==> config.mk <==
export PLATFORM = sky130hd
export DESIGN_NAME = mc_inject_ctrl
export DESIGN_NICKNAME = d
export VERILOG_FILES = /design/src/rtl/mc_inject_ctrl.sv
export SDC_FILE = /design/constraint.sdc
export NUM_CORES = 1
export LEC_CHECK = 0
export BUFFER_PORTS_ARGS = -buffer_cell sky130_fd_sc_hd__clkbuf_2
export CAP_MARGIN = 30
export CORE_AREA = 2 2 161 163
export CTS_BUF_LIST = sky130_fd_sc_hd__clkbuf_2
export DETAILED_ROUTE_END_ITERATION = 8
export DIE_AREA = 0 0 163 165
export MAX_ROUTING_LAYER = met4
export PLACE_DENSITY = 0.67
export SLEW_MARGIN = 30
export SYNTH_ARGS = -nofsm -noshare
export SYNTH_HDL_FRONTEND = slang
export SYNTH_SLANG_ARGS = --single-unit
==> constraint.sdc <==
create_clock -name clk -period 3.3 [get_ports clk]
set_input_delay 0.33 -clock clk [delete_from_list [all_inputs] [get_ports clk]]
set_output_delay 0.33 -clock clk [all_outputs]
set_load 0.005 [all_outputs]
==> src/rtl/mc_inject_ctrl.sv <==
// mc_inject_ctrl: injection-side requester for the multicast switch allocator.
// Queues locally injected flits and presents the oldest one (the head) to the
// allocator. For multicast heads, ports that have been delivered are stripped
// from the pending port vector, and the residue is re-presented until it is empty.
// The head stays in its FIFO slot until it retires. Only its pending ppv is
// copied into a separate register, which is the only field that changes while
// the flit is waiting.
module mc_inject_ctrl #(
    parameter int DEPTH     = 4,
    parameter int PPV_W     = 4,
    parameter int CNT_W     = 3,
    parameter int DATA_W    = 64,
    parameter int STARVE_TH = 8
) (
    input  logic              clk,
    input  logic              reset,
    input  logic              enq_valid,
    input  logic              enq_mc,
    input  logic [PPV_W-1:0]  enq_ppv,
    input  logic [DATA_W-1:0] enq_data,
    output logic              enq_ready,
    input  logic              slot_free,
    input  logic [CNT_W-1:0]  occ,
    output logic              req_valid,
    output logic              req_mc,
    output logic [PPV_W-1:0]  req_ppv,
    output logic [DATA_W-1:0] req_data,
    output logic [CNT_W-1:0]  req_numflit,
    input  logic [PPV_W-1:0]  grant_pv,
    output logic              starve,
    output logic [15:0]       copies_sent
);

    localparam int              PtrW      = $clog2(DEPTH);
    localparam logic [PtrW:0]   FullCount = (PtrW + 1)'(DEPTH);
    localparam logic [3:0]      StarveTh  = 4'(STARVE_TH);

    typedef struct packed {
        logic              mc;
        logic [PPV_W-1:0]  ppv;
        logic [DATA_W-1:0] data;
    } flit_t;

    typedef enum logic [1:0] {
        EMPTY   = 2'd0,
        FRESH   = 2'd1,
        PARTIAL = 2'd2
    } headState_t;

    flit_t            fifoMem [DEPTH];
    flit_t            headEntry;
    flit_t            nextEntry;
    logic [PtrW-1:0]  wrPtr;
    logic [PtrW-1:0]  rdPtr;
    logic [PtrW-1:0]  rdPtrNext;
    logic [PtrW:0]    count;
    headState_t       state;
    headState_t       nextState;
    logic [PPV_W-1:0] headPpv;
    logic [PPV_W-1:0] hit;
    logic [PPV_W-1:0] rem;
    logic             headValid;
    logic             doEnq;
    logic             fifoNonEmpty;
    logic             retire;
    logic             partialUpd;
    logic             starveInc;
    logic             loadFromEmpty;
    logic             loadNext;
    logic [3:0]       starveCnt;
    logic [15:0]      copiesInc;
    logic [15:0]      copiesCnt;

    // Counts the set bits in a port vector. The result is widened to match the copy counter.
    function automatic logic [15:0] popCount(input logic [PPV_W-1:0] v);
        logic [15:0] n;
        n = '0;
        for (int i = 0; i < PPV_W; i++) begin
            n = n + 16'(v[i]);
        end
        return n;
    endfunction

    assign headValid    = (state != EMPTY);
    assign fifoNonEmpty = (count != '0);
    assign doEnq        = enq_valid & enq_ready;
    assign rdPtrNext    = rdPtr + PtrW'(1);
    assign headEntry    = fifoMem[rdPtr];
    assign nextEntry    = fifoMem[rdPtrNext];

    assign enq_ready    = (count != FullCount);
    assign req_valid    = headValid & slot_free;
    assign req_mc       = headValid & headEntry.mc;
    assign req_ppv      = headPpv;
    assign req_data     = headValid ? headEntry.data : '0;
    assign req_numflit  = (occ == '1) ? occ : occ + CNT_W'(1);
    assign starve       = (starveCnt >= StarveTh);
    assign copies_sent  = copiesCnt;

    // Decode the allocator response for the presented head and choose the next state.
    always_comb begin
        // NOTE: every signal gets a default value first. If any path left one unassigned, synthesis would infer a latch.
        nextState     = state;
        retire        = 1'b0;
        partialUpd    = 1'b0;
        starveInc     = 1'b0;
        copiesInc     = '0;
        hit           = grant_pv & headPpv;
        rem           = headPpv & ~grant_pv;

        if (req_valid) begin
            if (grant_pv == '0) begin
                starveInc = 1'b1;
            end else if (!headEntry.mc) begin
                // A unicast head leaves on any grant, including a deflected one.
                retire    = 1'b1;
                copiesInc = 16'd1;
            end else if (rem == '0) begin
                // Nothing left to deliver. This branch also covers a head whose ppv was empty.
                retire    = 1'b1;
                copiesInc = popCount(hit);
            end else if (hit == '0) begin
                // The multicast head was deflected outright, so it made no progress.
                starveInc = 1'b1;
            end else begin
                partialUpd = 1'b1;
                copiesInc  = popCount(hit);
            end
        end

        loadFromEmpty = (state == EMPTY) && fifoNonEmpty;
        loadNext      = retire && (count > (PtrW + 1)'(1));

        case (state)
            EMPTY:   if (fifoNonEmpty) nextState = FRESH;
            FRESH,
            PARTIAL: begin
                if (retire)          nextState = loadNext ? FRESH : EMPTY;
                else if (partialUpd) nextState = PARTIAL;
            end
            default: nextState = EMPTY;
        endcase
    end

    // Head state register.
    always_ff @(posedge clk or posedge reset) begin
        // NOTE: state elements use non-blocking assignments so that every flop samples its pre-edge value.
        if (reset) state <= EMPTY;
        else       state <= nextState;
    end

    // FIFO storage: write the offered flit into the tail slot.
    always_ff @(posedge clk) begin
        // NOTE: the storage array has no reset. Pointers and count define which slots are valid, so stale contents are never observed.
        if (doEnq) fifoMem[wrPtr] <= '{mc: enq_mc, ppv: enq_ppv, data: enq_data};
    end

    // FIFO pointers and occupancy. The head slot is popped only when the head retires.
    always_ff @(posedge clk or posedge reset) begin
        if (reset) begin
            wrPtr <= '0;
            rdPtr <= '0;
            count <= '0;
        end else begin
            if (doEnq)  wrPtr <= wrPtr + PtrW'(1);
            if (retire) rdPtr <= rdPtrNext;
            case ({doEnq, retire})
                2'b10:   count <= count + (PtrW + 1)'(1);
                2'b01:   count <= count - (PtrW + 1)'(1);
                default: count <= count;
            endcase
        end
    end

    // Pending ppv of the head: copy it on load, strip delivered ports, clear it when the FIFO drains.
    always_ff @(posedge clk or posedge reset) begin
        if (reset) begin
            headPpv <= '0;
        end else if (loadFromEmpty) begin
            headPpv <= headEntry.ppv;
        end else if (loadNext) begin
            headPpv <= nextEntry.ppv;
        end else if (retire) begin
            headPpv <= '0;
        end else if (partialUpd) begin
            headPpv <= rem;
        end
    end

    // Saturating counter of consecutive unproductive issues, plus the wrapping total of copies.
    always_ff @(posedge clk or posedge reset) begin
        if (reset) begin
            starveCnt <= '0;
            copiesCnt <= '0;
        end else begin
            if (retire || partialUpd)           starveCnt <= '0;
            else if (starveInc && starveCnt != 4'hF) starveCnt <= starveCnt + 4'd1;
            copiesCnt <= copiesCnt + copiesInc;
        end
    end

endmodule

======== Yosys cells after proc, flatten, opt, wreduce, memory -nomap -nowiden ========
Memories as Yosys holds them, arrays and structs flattened.
Index checks and enable logic that the tools add are counted.
cells by class
  eq/ne operators ......................... 9
  reductions and logical operators ........ 15
  muxes and demuxes ....................... 35
  bitwise gates (word level) .............. 6
  $add $sub $neg .......................... 10
  order comparisons ....................... 2
operator list
  kind                 count
  $mux 64              1
  $mux 4               11
  $mux 1               17
  $add 16x16->16       1
  $logic_not 4->1      3
  $and 4x4->4          2
  $add 3x1->3 const B  2
  $mux 2               3
  $ne 3x3->1 const B   2
  $pmux 3 s2           1
  $reduce_bool 2->1    3
  $add 2x1->2 const B  2
  $add 3x1->4          1
  $add 4x1->4 const B  1
  $eq 2x1->1 const B   2
  $eq 2x2->1 const B   2
  $ge 4x4->1 const B   1
  $ne 4x4->1 const B   1
  $not 4->4            1
  $pmux 2 s2           1
  $reduce_bool 4->1    1
  $add 2x1->3          1
  $and 1x1->1          3
  $eq 3x3->1 const B   1
  other kinds (11)     13
storage, ports and cells
  input port bits ......................... 80
  logic and storage cells ................. 85
  output and inout port bits .............. 91
  memories ................................ 1
  memory bits (writable) .................. 276
  bits in registers ....................... 33
memory list
  name     words  bits a word  read ports  clocked after memory_dff  wr ports  RTL line  source
  fifoMem  4      69           2           0                         1         50        flit_t fifoMem [DEPTH];

======== Logic depth before layout (Yosys ltp) ========
  word-level depth ........................ 11
  depth in mapped cells ................... 14

======== Least setup slack after synthesis ========
Ideal clock, no wire load.
  path type ............................... register to register
  start ................................... register count[0]
  end ..................................... memory fifoMem[1][0] (netlist name) (enable)
  library setup time ...................... 435 ps
  data arrival time ....................... 2490 ps
  stages on the path, launching flop included .. 5
  slack ................................... 375 ps
  data required time ...................... 2865 ps
  path buffers ............................ 0
  path through ............................ dfrtp_1 -> inv_1 -> ha_1 -> nand2_1 -> and3_1
between the ends
  word-level cells in the longest chain between the ends .. 4
RTL lines
  what                          RTL line  source
  start: declaration            56        logic [PtrW:0] count;
  start signal: assignment      168       2'b10: count <= count + (PtrW + 1)'(1);
  start signal: assignment      169       2'b01: count <= count - (PtrW + 1)'(1);
  start signal: assignment      170       default: count <= count;
  $ne 3x3->1                    91        assign enq_ready = (count != FullCount);
  named net enq_ready           21        output logic enq_ready,
  $and 1x1->1                   86        assign doEnq = enq_valid & enq_ready;
  $mux 1                        155       if (doEnq) fifoMem[wrPtr] <= '{mc: enq_mc, ppv: enq_ppv, data: enq_data};
  $mux 1 (implied by the code)  155
  end: declaration              50
The timed path passes the listed nets, and every way through them passes these cells.

======== Worst setup path in the final report ========
  start ................................... register headPpv[0] (netlist: req_ppv[0])
  end ..................................... register copiesCnt[13] (netlist: copies_sent[13])
between the ends
  word-level cells in the longest chain between the ends .. 10
  elaborated cells between the ends (all ways) .. 13
  those cells by class .................... 4 x add/sub; 5 x mux; 2 x bitwise; 2 x reduce/logical
RTL lines
  what                      RTL line  source
  start: declaration        59        logic [PPV_W-1:0] headPpv;
  start signal: assignment  180       headPpv <= headEntry.ppv;
  start signal: assignment  182       headPpv <= nextEntry.ppv;
  start signal: assignment  186       headPpv <= rem;
  $and 4x4->4               108       hit = grant_pv & headPpv;
  $add 1x1->2               79        n = n + 16'(v[i]);
  $add 2x1->3               79
  $add 3x1->4               79
  $mux 4                    122       end else if (hit == '0) begin
  $mux 4 *                  118       end else if (rem == '0) begin
  $mux 4 *                  114       end else if (!headEntry.mc) begin
  $mux 4 *                  112       if (grant_pv == '0) begin
  $mux 4 *                  111       if (req_valid) begin
  $add 16x16->16 *          198       copiesCnt <= copiesCnt + copiesInc;
  end signal: assignment    198
  end: declaration          72        logic [15:0] copiesCnt;
Every way passes the cells marked *; elsewhere a longest branch is shown, timed or not.
A chain may end at the register's enable or synchronous reset.

==> metrics.yaml <==
job:
  cap_violations: 0
global_routing:
  grt_max_degree: 75
  grt_pass1_wl_um: 39300
  grt_pass1_vias: 7754
  grt_overflow: 0
  antenna_found_initial: 1
  track_usage_pct: 19.8
hold_path:
  hp-class: "input pin to async pin"
worst_setup_path:
  worst_r2r_path_depth: 12
  end_kind: "register"
  cp-start-kind: "register"
  rrSetupSlack_ns: 0.18
  critPathMaxFanout: 4
  arrival_ns: 3.81
  rr_startpoint: "req_ppv[0]$_DFFE_PP0P_"
  critPathKind: "register to register"
  rr_endpoint: "copies_sent[13]$_DFF_PP0_"
  worstPathRequired_ns: 3.99
clock_tree:
  clock_path_buffers: 3
  numCtsBuffers: 77
  root_buffer: "clkbuf_2"
  cts_tree: "done"
  clock_latency_ns: 0.83
  clock_sinks: 309
  h-tree-depth: 3
  cts_setup_buffers: 0
  clk_pin_slew_ns: 0.11
pwr:
  leakage_nw: 5.83
  vdd_drop_max_uv: 870
  p_total_mw: 12.6
  powerDensity_nw_per_um2: 823
logic_synthesis:
  synth-main-ff-cell: "edfxtp_1"
  ys_seq_elements: 309
  synth_cells: 639
  synthArstFlopShare_pct: 10.7
  ys_seq_area_share_pct: 73.2
  synth_edf_count: 276
  syn_nets: 741
  syn_area_um2: 12500
  yosys_warnings: 0
  ys_types: 44
  postSynthAreaPerCell_um2: 19.5
timing:
  setup_viol: 0
  fin_crit_sh_pct: 94.5
  hold_viol_final: 0
  slew_violations: 0
  setup_slack_ns: 0.183
  maxSlewHeadroom_pct: 43.2
  min_period_ns: 3.12
  tightest_slew_ns: 0.852
  fin_tns_setup_ns: 0
  fmax_ghz: 0.321
  finClkSkew_ns: 0.0571
  whs_ns: 0.0961
layout:
  mostFrequentLayoutCells: "clkbuf_2, edfxtp_1, mux4_2, dlygate4sd3_1, and2_1"
  final_core_util_pct: 60.9
  drive_gt1_share_pct: 39.0
  final_common_cell: "clkbuf_2"
  area_growth_pct: 22.6
  layout.nets: 1046
placement:
  hpwl_um: 14100
  io_buffers: 170
  dpl_worst_slack_ns: 0.141
  gp_congestion: 0.842
route:
  postRouteAntennaNets: 0
  via_count: 6968
  viasPerCell: 5.21
  firstDrtPassIters: 5
  finalWirelength_um: 24700
  drc: 0
  drt-wirelength-per-cell_um: 18.5
  drt_iter0_markers: 521
die:
  num_rows: 58
  die_w_um: 163
  die_h_um: 165
  die_area_um2: 26900
  initial_core_util_pct: 49.7
  io_pins: 171
  coreArea_um2: 25000
status:
  outcome: "finished, final reports clean"
-- cell type report --
type                    instances  area [um^2]
clock inverters                28          194
diodes                          1         2.50
clock buffers                 113          566
flip-flops and latches        309         9120
well taps                     330          413
repair buffers                251         1720
fillers                      1872         9780
multi-input cells             280         3150
inverters                      25         93.8
-- critical path, cell delays in order, from the launching register on --
cell and delay, ns:
dfrtp_1 0.44, and2_1 0.19, fa_1 0.49, ha_1 0.22, ha_1 0.27, nand4_1 0.13
inv_1 0.07, ha_1 0.27, a21o_1 0.12, a21oi_2 0.09, nor3_1 0.39, nand3_1 0.17
xnor2_1 0.16
-- worst max path at each step --
stage	from	to	slack (ns)	depth (start not counted)
floorplan	count[0]$_DFFE_PP0P_	fifoMem[1][0]$_DFFE_PP_	0.38	4
global placement	grant_pv[0]	copies_sent[9]$_DFF_PP0_	0.24	13
detailed placement	grant_pv[0]	copies_sent[13]$_DFF_PP0_	0.14	13
CTS	req_ppv[0]$_DFFE_PP0P_	copies_sent[13]$_DFF_PP0_	0.16	12
global route	req_ppv[0]$_DFFE_PP0P_	copies_sent[13]$_DFF_PP0_	-0.006	12
finish	req_ppv[0]$_DFFE_PP0P_	copies_sent[13]$_DFF_PP0_	0.18	12
-- cells by family (layout without fill, tap and decap cells) --
group,Yosys count,in the layout,synth area share [%]
flip-flops,309,309,73.2
AND/OR/NAND/NOR,126,126,5.85
multiplexers,77,77,13.5
buffers and inverters,50,417,1.66
AO/OA/AOI/OAI,31,31,1.73
XOR/XNOR,24,24,1.69
adder cells (fa/ha/maj),22,22,2.33
other,0,1,0
-- sequential cells by signal (all words and copies together) (netlist names) --
| name | flops |
|---|---|
| fifoMem | 276 |
| copies_sent | 16 |
| req_ppv | 4 |
| starveCnt | 4 |
| count | 3 |
| rdPtr | 2 |
| state | 2 |
| wrPtr | 2 |
-- repair_timing --
action | in CTS | in global routing
hold buffers | 71 | 0
gates resized for setup | 0 | 1
setup endpoints to repair | 0 | 3
hold endpoints to repair | 298 | 0
-- per-layer routing --
layer,track usage [%],up-vias,share of wire (%)
met5,-,-,0
met4,7.08,0,1.5
met3,5.27,36,6.7
met2,34.2,241,52
met1,22.5,3519,40
li1,-,3172,-
-- where the power goes --
part	internal, mW	switching (mW)	total (mW)
clock	1.16	1.48	2.64
combinational	2.17	2.33	4.50
sequential	5.15	0.268	5.41
-- cells in the mapped netlist (3+ instances only) --
cell,n,area share [%]
a221oi_1,4,0.28
and2_1,68,3.4
and3_1,6,0.30
buf_2,15,0.60
clkbuf_1,10,0.30
dfrtp_1,33,6.6
edfxtp_1,276,67
ha_1,20,2.0
inv_1,24,0.72
mux4_2,73,13
nand2_1,14,0.42
nand3_1,4,0.16
nand4_1,5,0.25
nor2_1,11,0.33
nor2b_1,6,0.30
nor3_1,3,0.12
o21ai_0,7,0.28
o21bai_1,4,0.24
o22ai_1,5,0.25
xnor2_1,14,0.98
xor2_1,10,0.70
-- metrics by stage --
| step | std cells | area, um^2 |
|---|---|---|
| final | 1337 | 15300 |
| after global routing | 1337 | 15300 |
| after CTS | 1336 | 15300 |
| after detailed placement | 1124 | 13800 |
| after global placement | 1124 | 13800 |
| after floorplan | 639 | 12500 |
No activity file was read; power rests on OpenSTA's default activity.
